File: src/rtl/count_monitor.sv
// count_monitor: checks an up-counter's (enable, count) stream against a
// one-cycle prediction, acquires lock, and counts errors and wraps.
module count_monitor #(
  parameter int WIDTH    = 8,
  parameter int LOCK_LEN = 4,
  parameter int ERRW     = 8
) (
  input  logic             clk,
  input  logic             rst_n,
  input  logic             enable,
  input  logic [WIDTH-1:0] count_in,
  input  logic             err_clr,
  output logic             locked,
  output logic             err,
  output logic             err_sticky,
  output logic [ERRW-1:0]  err_count,
  output logic [ERRW-1:0]  wrap_count,
  output logic [WIDTH-1:0] expected
);

  localparam int RW = $clog2(LOCK_LEN + 1);

  typedef enum logic [1:0] {
    UNLOCKED,
    ACQUIRE,
    LOCKED
  } state_e;

  state_e           state_q, state_d;
  logic [RW-1:0]    run_q, run_d;
  logic [WIDTH-1:0] prev_cnt_q;
  logic             prev_en_q;
  logic [WIDTH-1:0] exp_q;
  logic             err_q, err_d;
  logic             sticky_q, sticky_d;
  logic [ERRW-1:0]  errc_q, errc_d;
  logic [ERRW-1:0]  wrap_q, wrap_d;

  logic match;
  logic wrap_hit;

  // exp_q always equals prev_cnt_q + prev_en_q
  assign match    = (count_in == exp_q);
  assign wrap_hit = prev_en_q && (&prev_cnt_q)
                 && (count_in == '0);

  // Next-state, error and counter update logic
  always_comb begin
    state_d  = state_q;
    run_d    = run_q;
    err_d    = 1'b0;
    sticky_d = sticky_q;
    errc_d   = errc_q;
    wrap_d   = wrap_q;
    if (err_clr) begin
      state_d  = UNLOCKED;
      run_d    = '0;
      sticky_d = 1'b0;
      errc_d   = '0;
    end else begin
      case (state_q)
        UNLOCKED: begin
          state_d = ACQUIRE;
          run_d   = '0;
        end
        ACQUIRE: begin
          if (!match) begin
            run_d = '0;
          end else if (run_q == RW'(LOCK_LEN - 1)) begin
            state_d = LOCKED;
            run_d   = '0;
          end else begin
            run_d = run_q + RW'(1);
          end
        end
        LOCKED: begin
          if (!match) begin
            err_d    = 1'b1;
            sticky_d = 1'b1;
            state_d  = ACQUIRE;
            run_d    = '0;
            if (errc_q != '1) errc_d = errc_q + ERRW'(1);
          end else if (wrap_hit && wrap_q != '1) begin
            wrap_d = wrap_q + ERRW'(1);
          end
        end
        default: begin
          state_d = UNLOCKED;
          run_d   = '0;
        end
      endcase
    end
  end

  // State and sample registers
  always_ff @(posedge clk or negedge rst_n) begin
    if (!rst_n) begin
      state_q    <= UNLOCKED;
      run_q      <= '0;
      prev_cnt_q <= '0;
      prev_en_q  <= 1'b0;
      exp_q      <= '0;
      err_q      <= 1'b0;
      sticky_q   <= 1'b0;
      errc_q     <= '0;
      wrap_q     <= '0;
    end else begin
      state_q    <= state_d;
      run_q      <= run_d;
      prev_cnt_q <= count_in;
      prev_en_q  <= enable;
      exp_q      <= count_in + WIDTH'(enable);
      err_q      <= err_d;
      sticky_q   <= sticky_d;
      errc_q     <= errc_d;
      wrap_q     <= wrap_d;
    end
  end

  assign locked     = (state_q == LOCKED);
  assign err        = err_q;
  assign err_sticky = sticky_q;
  assign err_count  = errc_q;
  assign wrap_count = wrap_q;
  assign expected   = exp_q;

endmodule

File: config.mk
export PLATFORM = sky130hd
export DESIGN_NAME = count_monitor
export DESIGN_NICKNAME = d
export VERILOG_FILES = /design/src/rtl/count_monitor.sv
export SDC_FILE = /design/constraint.sdc
export NUM_CORES = 1
export LEC_CHECK = 0
export BUFFER_PORTS_ARGS = -buffer_cell sky130_fd_sc_hd__buf_4
export CAP_MARGIN = 20
export CORE_MARGIN = 2
export CORE_UTILIZATION = 53
export DETAILED_ROUTE_END_ITERATION = 6
export GPL_TIMING_DRIVEN = 0
export PLACE_DENSITY = 0.86
export SLEW_MARGIN = 40
export SYNTH_ARGS = -nofsm -noshare
export SYNTH_HDL_FRONTEND = slang
export SYNTH_SLANG_ARGS = --single-unit
File: constraint.sdc
create_clock -name clk -period 3.05 [get_ports clk]
set_input_delay 0.305 -clock clk [delete_from_list [all_inputs] [get_ports clk]]
set_output_delay 0.305 -clock clk [all_outputs]
set_load 0.01 [all_outputs]
==> flow_summary.yaml <==
route:
  wl_um: 3550
  wl_per_cell_um: 14.1
  detailedRoute.firstPassIterationCount: 4
  via_per_inst: 5.26
  drt_iter0_drc: 63
  drcViolationCount: 0
  drt_antenna_net_count: 0
  num_vias: 1326
place:
  instance_count_after_placement_with_tap_cells_included: 243
  dp_area_um2: 2150
  half_perimeter_wire_length_after_detailed_placement_um: 2650
  io_buffers: 38
  globalplace.congestion: 0.754
synth:
  synth_top_cell_area_share_pct: 55.3
  synthesis.area_um2: 1810
  ys_top_cells_by_area: "sky130_fd_sc_hd__dfrtp_1 55%, sky130_fd_sc_hd__xnor2_1 6.3%, sky130_fd_sc_hd__xor2_1 4.8%"
  post_synth_most_frequent_cells: "40 x sky130_fd_sc_hd__dfrtp_1, 19 x sky130_fd_sc_hd__nor2_1, 13 x sky130_fd_sc_hd__xnor2_1"
  area_leader_netlist: "sky130_fd_sc_hd__dfrtp_1"
  syn_inst: 159
  async_flop_share_pct: 100
  ys.flop_type: "sky130_fd_sc_hd__dfrtp_1"
  ys_ff_latch: 40
  syn_area_per_cell_um2: 11.4
  synth-seq-area-share_pct: 55.3
  synth.yosys.warnings: 0
  number_of_enable_type_register_cells_in_the_synthesized_netlist: 0
  synthDistinctLibCells: 37
  syn-num-nets: 176
  yosys.cell_count.top_type: "sky130_fd_sc_hd__dfrtp_1"
clock_network:
  cts_max_level: 2
  clkTransAtPathRegs_ns: 0.11
  clock_latency_ns: 0.35
  root_buffer: "sky130_fd_sc_hd__clkbuf_4"
  post_cts_setup_driven_buffer_insertion_count: 0
  cts_tree: "yes"
  clock-sinks: 40
  numCtsBuffers: 5
  clockBufferDepth: 2
power_and_ir_drop:
  cellPowerDensity_nw_per_um2: 433
  post-layout-total-power_mw: 0.971
  ir_drop_worst_vdd_v: 0.000340
  p_leak_nw: 1.05
worst_setup_path:
  cp_data_arrival_time_ns: 2.59
  r2r_slack_ns: 0.70
  r2r_end: "wrap_count[1]"
  crit_chain: "xnor2_1 > nand4_1 > or3_1 > buf_2 > or4_4 > buf_6 > mux2_4"
  timing.setup.critical_path_class: "reg -> reg"
  launching_element_of_the_worst_setup_path: "expected[6]"
  cp_depth: 7
  critPathLaunchType: "flip-flop"
  critical-path-max-stage-delay_ns: 0.54
  crit_path_end: "wrap_count[1]"
  end_kind: "flip-flop"
  r2r-start: "expected[6]"
  critical-path-slowest-cell: "sky130_fd_sc_hd__or4_4"
  crit_buf_inv: 2
  reg2reg_depth: 7
  timing.critical_path.fanout_max: 7
  worst-endpoint-required_ns: 3.29
  timing.critical_path.max_delay_family: "simple AND/OR/NAND/NOR gates"
timing:
  setup_viol_count_final: 0
  min_period_ns: 2.35
  worst_clock_skew_ns: 0.00546
  setup_repair_after_global_routing_missed_its_margin: "false"
  worst_slew_margin_rel_pct: 66.8
  final_cycle_share_pct: 77.2
  timing_max_transition_violations_final: 0
  final-hold-violation-count: 0
  slew_worst_pin_ns: 0.498
  max_clock_freq_ghz: 0.425
  tns_ns: 0
status:
  run_status: "finished clean"
grt:
  grt_start_max_net_pins: 41
  met1_usage_pct: 26.8
  globalRouteMet2Util_pct: 32.8
  antenna_found_initial: 0
  first_global_vias: 1302
  met3_usage_pct: 5.59
  grt_overflow: 0
  most_utilized_layer_in_the_global_route_result: "met2"
  wire_length_of_the_first_global_routing_pass_um: 6220
  grtUsageTotal_pct: 20.7
floorplanning:
  rows: 21
  floorplan.die.width_um: 62.4
  floorplan.die.height_um: 62.4
  die_area_um2: 3900
  floorplan.initialDensity_pct: 54.7
  core_um2: 3310
  boundaryPins: 39
final_layout:
  fin_area_um2: 2240
  final_cell_count_no_fill: 252
  area_growth_syn_to_layout_pct: 23.7
  nets: 222
  post_route_cells_drive_above_1_share_pct: 26.2
  num_antenna_cells: 0
  finish.utilization_pct: 67.6
worst_hold_path:
  min-delay-path-class: "in -> reg"
job:
  number_of_violations_of_the_max_capacitance_limit: 0
-- layout by cell type, fill, tap and decap left out, types with 2 or more instances in the layout --
cell and count:
sky130_fd_sc_hd__and2_1 2, sky130_fd_sc_hd__xnor2_1 13, sky130_fd_sc_hd__a211oi_1 3, sky130_fd_sc_hd__nor3_1 4, sky130_fd_sc_hd__a21oi_1 7, sky130_fd_sc_hd__nand2b_1 2, sky130_fd_sc_hd__nor4_1 3, sky130_fd_sc_hd__clkbuf_1 4
sky130_fd_sc_hd__dfrtp_1 40, sky130_fd_sc_hd__nor2b_1 5, sky130_fd_sc_hd__ha_1 5, sky130_fd_sc_hd__nand4_1 9, sky130_fd_sc_hd__clkbuf_4 5, sky130_fd_sc_hd__buf_6 2, sky130_fd_sc_hd__nand3_1 5, sky130_fd_sc_hd__nor2_1 19
sky130_fd_sc_hd__nand2_1 5, sky130_fd_sc_hd__a41oi_1 2, sky130_fd_sc_hd__buf_4 38, sky130_fd_sc_hd__inv_1 2, sky130_fd_sc_hd__xor2_1 10
-- worst min path at each step --
stage	from	endpoint	slack [ns]	cells past startpoint
finish	count_in[4]	prev_cnt_q[4]	0.08	1
global route	count_in[4]	prev_cnt_q[4]	0.05	1
CTS	count_in[4]	prev_cnt_q[4]	0.06	1
detailed placement	rst_n	err_count[0]	0.31	1
global placement	rst_n	expected[4]	0.30	1
floorplan	rst_n	err	0.009	0
-- worst register-to-register path, cell delays in order, from the launching register on --
cell and delay (ns):
sky130_fd_sc_hd__dfrtp_1 0.41, sky130_fd_sc_hd__xnor2_1 0.15, sky130_fd_sc_hd__nand4_1 0.17, sky130_fd_sc_hd__or3_1 0.37
sky130_fd_sc_hd__buf_2 0.16, sky130_fd_sc_hd__or4_4 0.54, sky130_fd_sc_hd__buf_6 0.16, sky130_fd_sc_hd__mux2_4 0.29
-- kinds of logic after synthesis --
logic type,after synthesis,share of synthesized area [%]
muxes,2,1.38
buffers and inverters,8,2.56
AOI/OAI and AO/OA,18,6.50
DFF,40,55.3
and+or+nand+nor,62,18.8
adders and majority gates,5,3.46
xor gates and xnor gates,24,12.0
-- routing by layer --
layer	wire, µm	vias up
met1	1570	646
met3	148	4
met5	0	-
met2	1770	30
met4	63	0
li1	-	646
-- flip-flops by register name, summed over array words and instances (netlist names) --
name	count
prev_en_q	1
expected	8
err	1
err_count	8
run_q	3
wrap_count	8
err_sticky	1
state_q	2
prev_cnt_q	8
-- what timing repair did --
action | CTS | global route
hold buffers | 1 | 0
hold endpoints to repair | 40 | 0
gates resized for setup | 0 | 0
-- per-stage QoR --
stage | setup WS [ns] | hold WS, ns
2_1_floorplan | 0.805 | 0.00941
3_3_place_gp | 0.594 | 0.297
3_5_place_dp | 0.555 | 0.305
4_1_cts | 0.666 | 0.0634
5_1_grt | 0.517 | 0.0538
6_report | 0.697 | 0.0756
-- power breakdown --
group / switching [mW] / internal (mW)
Combinational: 0.0406 / 0.0380
Clock: 0.166 / 0.172
Sequential: 0.00922 / 0.545
-- cell type report --
class	count	area (µm²)
Fill cell	266	1070
Sequential cell	40	1000
Timing Repair Buffer	39	295
Tap cell	46	57.6
Multi-Input combinational cell	111	763
Clock inverter	2	35.0
Inverter	2	7.51
Buffer	6	38.8
Clock buffer	6	41.3
Power figures use the tool's default switching activity.
